<file path="config.mk">
export PLATFORM = sky130hd
export DESIGN_NAME = squarer_rr_scheduler
export DESIGN_NICKNAME = d
export VERILOG_FILES = /design/src/rtl/squarer_rr_scheduler.sv
export SDC_FILE = /design/constraint.sdc
export NUM_CORES = 1
export LEC_CHECK = 0
export BUFFER_PORTS_ARGS = -buffer_cell sky130_fd_sc_hd__buf_2
export CAP_MARGIN = 30
export CORE_UTILIZATION = 56
export CTS_CLUSTER_DIAMETER = 150
export DETAILED_ROUTE_END_ITERATION = 6
export PLACE_DENSITY = 0.85
export SLEW_MARGIN = 20
export SYNTH_ARGS = -nofsm -noshare
export SYNTH_HDL_FRONTEND = slang
export SYNTH_SLANG_ARGS = --single-unit
</file>
<file path="constraint.sdc">
create_clock -name clk -period 11.22 [get_ports clk]
set_clock_uncertainty 0.15 [all_clocks]
set_input_delay 2.244 -clock clk [delete_from_list [all_inputs] [get_ports clk]]
set_output_delay 2.244 -clock clk [all_outputs]
set_load 0.05 [all_outputs]
</file>
<file path="src/rtl/squarer_rr_scheduler.sv">
// squarer_rr_scheduler: round-robin arbiter that shares one 4-bit squarer
// between NUM_REQ requesters over valid/ready handshakes.
// Optional build macro: SQUARER_SCHED_CHECK_EN. When defined, a behavioural
// product cross-checks the squarer and raises the sticky chk_err flag.

// Combinational 4-bit squarer. The shift-and-add form mirrors the
// reversible datapath; g is the garbage output, an unmodified copy of a.
module squarer_4bit (
  input  logic [3:0] a,
  output logic [7:0] y,
  output logic [3:0] g
);

  // Sum the partial products a * (a[i] << i)
  always_comb begin
    y = '0;
    for (int i = 0; i < 4; i++) begin
      if (a[i]) y = y + (8'(a) << i);
    end
  end

  assign g = a;

endmodule

module squarer_rr_scheduler #(
  parameter int unsigned NUM_REQ = 4,
  parameter int unsigned ID_W    = 2
) (
  input  logic                 clk,
  input  logic                 rst,
  input  logic [NUM_REQ-1:0]   req_valid,
  input  logic [4*NUM_REQ-1:0] req_a,
  output logic [NUM_REQ-1:0]   req_ready,
  output logic                 rsp_valid,
  input  logic                 rsp_ready,
  output logic [7:0]           rsp_y,
  output logic [ID_W-1:0]      rsp_id,
  output logic                 busy,
  output logic                 chk_err
);

  typedef enum logic [1:0] {StIdle, StCapt, StResp} state_e;

  state_e             state_q, state_d;
  logic [ID_W-1:0]    rr_ptr_q, rr_ptr_d;
  logic [ID_W-1:0]    id_q;
  logic [3:0]         a_q;
  logic [7:0]         rsp_y_q;
  logic [ID_W-1:0]    rsp_id_q;

  logic               found;
  logic [ID_W-1:0]    winner;
  logic [ID_W-1:0]    idx;
  logic [3:0]         win_a;
  logic [NUM_REQ-1:0] grant_oh;
  logic               can_grant;
  logic [7:0]         sq_y;

  // Only the captured operand ever reaches the squarer
  squarer_4bit u_squarer (
    .a (a_q),
    .y (sq_y),
    .g ()
  );

  // Round-robin search: first valid requester at or after rr_ptr_q
  always_comb begin
    found  = 1'b0;
    winner = '0;
    idx    = '0;
    for (int k = 0; k < int'(NUM_REQ); k++) begin
      if (int'(rr_ptr_q) + k >= int'(NUM_REQ)) begin
        idx = ID_W'(int'(rr_ptr_q) + k - int'(NUM_REQ));
      end else begin
        idx = ID_W'(int'(rr_ptr_q) + k);
      end
      if (!found && req_valid[idx]) begin
        found  = 1'b1;
        winner = idx;
      end
    end
  end

  // Winner operand mux and one-hot grant vector
  always_comb begin
    win_a    = '0;
    grant_oh = '0;
    for (int i = 0; i < int'(NUM_REQ); i++) begin
      if (winner == ID_W'(i)) begin
        win_a       = req_a[4*i +: 4];
        grant_oh[i] = 1'b1;
      end
    end
  end

  // Grants happen from IDLE, or from RESP in the cycle the response drains
  always_comb begin
    can_grant = !rst && found &&
                ((state_q == StIdle) || ((state_q == StResp) && rsp_ready));
    req_ready = can_grant ? grant_oh : '0;
    rr_ptr_d  = (winner == ID_W'(NUM_REQ - 1)) ? '0 : winner + ID_W'(1);
  end

  // Next-state logic
  always_comb begin
    state_d = state_q;
    unique case (state_q)
      StIdle: if (can_grant) state_d = StCapt;
      StCapt: state_d = StResp;
      StResp: if (rsp_ready) state_d = can_grant ? StCapt : StIdle;
      default: state_d = StIdle;
    endcase
  end

  // State, capture and response registers
  always_ff @(posedge clk) begin
    if (rst) begin
      state_q  <= StIdle;
      rr_ptr_q <= '0;
      a_q      <= '0;
      id_q     <= '0;
      rsp_y_q  <= '0;
      rsp_id_q <= '0;
    end else begin
      state_q <= state_d;
      if (can_grant) begin
        a_q      <= win_a;
        id_q     <= winner;
        rr_ptr_q <= rr_ptr_d;
      end
      if (state_q == StCapt) begin
        rsp_y_q  <= sq_y;
        rsp_id_q <= id_q;
      end
    end
  end

  assign rsp_valid = (state_q == StResp);
  assign rsp_y     = rsp_y_q;
  assign rsp_id    = rsp_id_q;
  assign busy      = !rst && (state_q != StIdle);

`ifdef SQUARER_SCHED_CHECK_EN
  logic chk_err_q;

  // Sticky flag: squarer disagrees with the behavioural product in CAPT
  always_ff @(posedge clk) begin
    if (rst) begin
      chk_err_q <= 1'b0;
    end else if ((state_q == StCapt) && (sq_y != (8'(a_q) * 8'(a_q)))) begin
      chk_err_q <= 1'b1;
    end
  end

  assign chk_err = chk_err_q;
`else
  assign chk_err = 1'b0;
`endif

endmodule

</file>
==> results.sh, run 1 <==
export IMPL_drive_gt1_frac=0.210
export IMPL_grt_pass1_wl_um=5440
export IMPL_cp_start_kind="input port"
export IMPL_cts_root_buf="clkbuf_4"
export IMPL_drv_cap=0
export IMPL_antenna_found_initial=0
export IMPL_area_growth_pct=13.2
export IMPL_vias=1436
export IMPL_switching_share=0.419
export IMPL_power_density_nw_per_um2=138
export IMPL_synthFlopType="dfxtp_1"
export IMPL_overflow=0
export IMPL_slew_viol_final=0
export IMPL_routed_wl_um=3490
export IMPL_rsz0062_at_grt="false"
export IMPL_h_tree_depth=1
export IMPL_tightest_slew_ns=0.795
export IMPL_required_ns=8.83
export IMPL_viasPerCell=5.89
export IMPL_wl_per_cell_um=14.3
export IMPL_fin_area_um2=1640
export IMPL_finalSetupViolations=0
export IMPL_place_hpwl_um=2690
export IMPL_synth_cells=184
export IMPL_final_nets=251
export IMPL_clock_sinks=20
export IMPL_netSwitchingPower_mw=0.0952
export IMPL_p_clk_frac=0.144
export IMPL_initial_core_util=0.591
export IMPL_ys_seq_area_frac=0.276
export IMPL_io_pin_count=40
export IMPL_cts_setup_buffers=0
export IMPL_core_um2=2450
export IMPL_synth_edf_count=0
export IMPL_yosysTopAreaCell="dfxtp_1"
export IMPL_drt_iter0_markers=26
export IMPL_cts_max_path_buffers=2
export IMPL_period_minus_slack_ns=6.39
export IMPL_yosys_top_cells_count="21 x nor2_1, 20 x dfxtp_1, 19 x nand2_1, 18 x a21oi_1, 10 x ha_1"
export IMPL_syn_nets=219
export IMPL_cts_buffers=3
export IMPL_netlist_area_um2=1450
export IMPL_crit_slowest_cell="a311oi_1"
export IMPL_setup_slack_ns=4.83
export IMPL_grt_max_degree=22
export IMPL_insertion_delay_ns=0.29
export IMPL_peakVddDrop_v=0.000122
export IMPL_fin_util=0.669
export IMPL_crit_top_cell="buf_2"
export IMPL_hold_viol=0
export IMPL_fmax_ghz=0.156
export IMPL_die_h_um=52.9
export IMPL_dpl_instance_area_um2=1620
export IMPL_synth_distinct_cells=42
export IMPL_leakagePower_nw=0.776
export IMPL_p_comb_frac=0.453
export IMPL_grt_total_usage=0.264
export IMPL_yosys_top_cells_area="dfxtp_1 28%, ha_1 8.6%, a21oi_1 6.2%"
export IMPL_timing_critical_path_buf_inv=2
export IMPL_cts_tree="built"
export IMPL_hold_class="flop to flop"
export IMPL_cp_arrival_ns=4.00
export IMPL_min_period_over_period=0.570
export IMPL_nFillCells=208
export IMPL_max_slew_margin=0.469
export IMPL_synthArstFlopShare=0
export IMPL_critPathTopFamily="compound AO/OA/AOI/OAI gates"
export IMPL_num_rows=18
export IMPL_diodes=0
export IMPL_gp_congestion=0.829
export IMPL_synth_most_common_cell="nor2_1"
export IMPL_yosysTopAreaCellShare=0.276
export IMPL_port_buffers=38
export IMPL_crit_chain="buf_2, mux2i_1, nor2_1, a311oi_1, ha_1, and2_1, buf_2"
export IMPL_totalNegativeSetupSlack_ns=0
export IMPL_postCtsHoldBufs=0
export IMPL_synth_seq_cells=20
export IMPL_status="complete, no violations"
export IMPL_drcViolationCount=0
export IMPL_clk_pin_slew_ns=0.10
export IMPL_dieArea_um2=2800
export IMPL_synth_warning_count=0
export IMPL_first_pass_iters=4
export IMPL_critPathCaptureType="primary output"
export IMPL_pre_cts_ws_ns=4.86
export IMPL_ant_nets=0
export IMPL_grt_pass1_vias=1310
export IMPL_syn_avg_cell_area_um2=7.89
export IMPL_path_class="input port to primary output"
export IMPL_seq_power_share=0.402
export IMPL_cp_slowest_stage_delay_ns=0.56
export IMPL_die_width_um=52.9
export IMPL_crit_fanout=10
export IMPL_p_int_mw=0.132
export IMPL_postCtsResizedCells=0
stage by stage:
| step | hold WS, ns | power, mW | cells |
|---|---|---|---|
| after floorplan | 0.281 | 0.173 | 184 |
| after global placement | 0.288 | 0.188 | 241 |
| after detailed placement | 0.291 | 0.194 | 241 |
| after CTS | 0.314 | 0.227 | 244 |
| after global routing | 0.341 | 0.241 | 244 |
| final | 0.309 | 0.227 | 244 |
flip-flops by register name, summed over array words and instances (netlist names):
signal and count:
id_q 2, rsp_y 8, a_q 4, rr_ptr_q 2, rsp_id 2, state_q 2
cell type report:
type	count	area [um2]	share of cell area
multi-input cells	143	951	0.579
flip-flops and latches	20	400	0.244
repair buffers	39	198	0.120
well taps	30	37.5	0.0228
inverters	9	33.8	0.0206
clock buffers	3	22.5	0.0137
path summary, 6_finish.rpt:
check                                  start      endpoint  slack, ns  cells after the start
worst max-delay path            req_valid[0]  req_ready[3]       4.83                      7
worst min-delay path                rsp_y[7]      rsp_y[7]       0.31                      2
worst max register to register        a_q[2]      rsp_y[6]       6.72                     16
worst min register to register      rsp_y[7]      rsp_y[7]       0.31                      2
cell families after synthesis:
logic type,Yosys count,synth area share
AOI/OAI and AO/OA,49,0.235
xor gates and xnor gates,5,0.0397
adders and majority gates,12,0.114
buffers and inverters,21,0.0690
DFF,20,0.276
muxes,4,0.0276
other,1,0.00258
and+or+nand+nor,72,0.236
tightest hold or removal path, stage by stage (launching register included):
cell     delay [ns]
dfxtp_1        0.32
nand2_1        0.05
a21oi_1        0.05
layout by cell type, fill, tap and decap left out, drive strengths merged, types with 2 or more instances in the layout:
cell type / Yosys / layout
and2: 4 / 4
ha: 10 / 10
nand2b: 5 / 5
a21oi: 19 / 19
a221oi: 4 / 4
nor4: 3 / 3
o211ai: 2 / 2
nor2: 21 / 21
nor2b: 9 / 9
inv: 9 / 9
nand2: 19 / 19
clkbuf: 5 / 3
nor3: 6 / 6
xnor2: 4 / 4
a211oi: 4 / 4
dfxtp: 20 / 20
mux2i: 4 / 4
o21ai: 7 / 7
fa: 2 / 2
buf: 7 / 39
nand3: 2 / 2
o211a: 2 / 2
per-layer routing:
metal | track usage | vias to the layer above | wire length, um
met5 | 0 | - | 0
met4 | 0.136 | 0 | 110
met3 | 0.0374 | 17 | 147
met2 | 0.500 | 49 | 1850
met1 | 0.278 | 663 | 1380
li1 | - | 707 | -
power by group through the flow:
stage | clock [mW] | sequential, mW | combinational [mW]
final | 0.0328 | 0.0915 | 0.103
after global placement | 0 | 0.0923 | 0.0957
after CTS | 0.0336 | 0.0912 | 0.102
after detailed placement | 0 | 0.0927 | 0.101
after global routing | 0.0352 | 0.0933 | 0.112
after floorplan | 0 | 0.0941 | 0.0785
Note: power is estimated with default switching activity, not from simulation.
==> inputs of run 2 (changes only) <==
--- a/config.mk
+++ b/config.mk
@@ -5,12 +5,13 @@
 export SDC_FILE = /design/constraint.sdc
 export NUM_CORES = 1
 export LEC_CHECK = 0
+export ABC_AREA = 1
 export BUFFER_PORTS_ARGS = -buffer_cell sky130_fd_sc_hd__buf_2
 export CAP_MARGIN = 30
-export CORE_UTILIZATION = 56
+export CORE_UTILIZATION = 48
 export CTS_CLUSTER_DIAMETER = 150
 export DETAILED_ROUTE_END_ITERATION = 6
-export PLACE_DENSITY = 0.85
+export PLACE_DENSITY = 0.76
 export SLEW_MARGIN = 20
 export SYNTH_ARGS = -nofsm -noshare
 export SYNTH_HDL_FRONTEND = slang
==> constraint.sdc (replaced) <==
create_clock -name clk -period 5.77 [get_ports clk]
set_clock_uncertainty 0.15 [all_clocks]
set_input_delay 1.154 -clock clk [delete_from_list [all_inputs] [get_ports clk]]
set_output_delay 1.154 -clock clk [all_outputs]
set_load 0.05 [all_outputs]
==> results.sh, run 2 <==
export IMPL_grt_pass1_wl_um=5580
export IMPL_pre_cts_ws_ns=1.57
export IMPL_required_ns=4.47
export IMPL_peakVddDrop_v=0.000313
export IMPL_hold_class="flop to flop"
export IMPL_crit_slowest_cell="ha_1"
export IMPL_cts_root_buf="clkbuf_4"
export IMPL_synth_distinct_cells=35
export IMPL_insertion_delay_ns=0.30
export IMPL_area_growth_pct=13.4
export IMPL_final_nets=329
export IMPL_yosys_top_cells_area="dfxtp_1 24%, nand2_1 16%, ha_1 7.6%"
export IMPL_postCtsResizedCells=0
export IMPL_die_h_um=60.5
export IMPL_synthArstFlopShare=0
export IMPL_num_rows=20
export IMPL_largest_reg_flops=8
export IMPL_dp_cells=333
export IMPL_leakagePower_nw=1.04
export IMPL_h_tree_depth=1
export IMPL_yosysTopAreaCell="dfxtp_1"
export IMPL_top_usage_layer="met2"
export IMPL_synth_cells=259
export IMPL_first_pass_iters=4
export IMPL_dieArea_um2=3660
export IMPL_cts_setup_buffers=0
export IMPL_totalNegativeSetupSlack_ns=0
export IMPL_diodes=0
export IMPL_gr_usage_met2=0.333
export IMPL_yosysTopAreaCellShare=0.244
export IMPL_core_um2=3150
export IMPL_nFillCells=330
export IMPL_drcViolationCount=0
export IMPL_drive_gt1_frac=0.235
export IMPL_rsz0062_at_grt="false"
export IMPL_syn_avg_cell_area_um2=6.34
export IMPL_met3_usage=0.0426
export IMPL_min_period_over_period=0.733
export IMPL_yosys_top_cells_count="70 x nand2_1, 29 x inv_1, 24 x nand3_1, 24 x nor2_1, 20 x dfxtp_1"
export IMPL_dpl_instance_area_um2=1830
export IMPL_mostFrequentLayoutCells="70 x nand2_1, 38 x buf_2, 29 x inv_1, 24 x nand3_1, 24 x nor2_1"
export IMPL_critPathCaptureType="primary output"
export IMPL_die_width_um=60.5
export IMPL_slew_viol_final=0
export IMPL_io_pin_count=40
export IMPL_cp_arrival_ns=2.92
export IMPL_wl_per_cell_um=10.2
export IMPL_cts_max_path_buffers=2
export IMPL_fin_util=0.591
export IMPL_hold_depth=2
export IMPL_netlist_area_um2=1640
export IMPL_synthFlopType="dfxtp_1"
export IMPL_path_class="input port to primary output"
export IMPL_period_minus_slack_ns=4.23
export IMPL_initial_core_util=0.521
export IMPL_power_density_nw_per_um2=586
export IMPL_cp_start_kind="input port"
export IMPL_place_hpwl_um=2650
export IMPL_grt_pass1_vias=1412
export IMPL_crit_chain="buf_2, inv_1, nand2_1, nand3_1, nand2_2, nor2_4, nand3_1, o21ai_1, ha_1, inv_1, nor2_1, buf_2"
export IMPL_whs_ns=0.296
export IMPL_routed_wl_um=3440
export IMPL_drv_cap=0
export IMPL_status="complete, no violations"
export IMPL_ant_nets=0
export IMPL_fmax_ghz=0.237
export IMPL_viasPerCell=4.90
export IMPL_use_met1=0.259
export IMPL_antenna_found_initial=0
export IMPL_cts_tree="built"
export IMPL_syn_nets=294
export IMPL_power_total_mw=1.09
export IMPL_synth_seq_cells=20
export IMPL_synth_warning_count=0
export IMPL_overflow=0
export IMPL_synth_edf_count=0
export IMPL_setup_slack_ns=1.54
export IMPL_cp_slowest_stage_delay_ns=0.31
export IMPL_port_buffers=38
export IMPL_clk_pin_slew_ns=0.11
export IMPL_fin_cells=337
export IMPL_hold_viol=0
export IMPL_vias=1652
export IMPL_final_common_cell="nand2_1"
export IMPL_postCtsHoldBufs=0
export IMPL_ys_seq_area_frac=0.244
export IMPL_fin_area_um2=1860
export IMPL_finalSetupViolations=0
export IMPL_grt_total_usage=0.197
export IMPL_grt_max_degree=15
export IMPL_cts_buffers=3
export IMPL_gp_congestion=0.866
export IMPL_worstRegToRegCells=21
export IMPL_drt_iter0_markers=42
export IMPL_crit_fanout=5
export IMPL_synth_most_common_cell="nand2_1"
export IMPL_clock_sinks=20
run 2: routing by layer:
metal  vias up  share of wire
li1        896              -
met1       730           0.51
met2        24           0.45
met3         2          0.032
met4         0         0.0038
met5         -              0
run 2: power by group:
group	total [mW]	switching, mW	leakage [nW]	internal [mW]
sequential	0.250	0.0666	0.164	0.183
clock	0.0821	0.0436	0.0210	0.0385
combinational	0.760	0.515	0.850	0.246
run 2: area by class of cell:
class                   count  area (um2)  area share
clock buffers               4        36.3      0.0195
inverters                  34         133      0.0712
multi-input cells         197        1050       0.563
flip-flops and latches     20         400       0.215
well taps                  44        55.1      0.0295
repair buffers             38         190       0.102
run 2: critical path: cells and delay by family:
| kind | cells | cell delay [ns] |
|---|---|---|
| adders and majority gates | 1 | 0.31 |
| buffers and inverters | 4 | 0.52 |
| and+or+nand+nor | 6 | 0.63 |
| AOI/OAI and AO/OA | 1 | 0.29 |
run 2: path summary, 6_finish.rpt:
path,slack (ns),end,startpoint
setup / recovery,1.54,req_ready[1],req_valid[3]
hold / removal,0.30,rsp_y[1],rsp_y[1]
setup reg to reg,2.07,rsp_y[6],a_q[2]
hold reg to reg,0.30,rsp_y[1],rsp_y[1]
run 2: logic make-up after synthesis:
group / after synthesis / share of synthesized area
buf+inv: 42 / 0.118
flops: 20 / 0.244
other cells: 1 / 0.00228
simple gates: 139 / 0.376
compound gates: 45 / 0.159
fa+ha+maj: 12 / 0.101
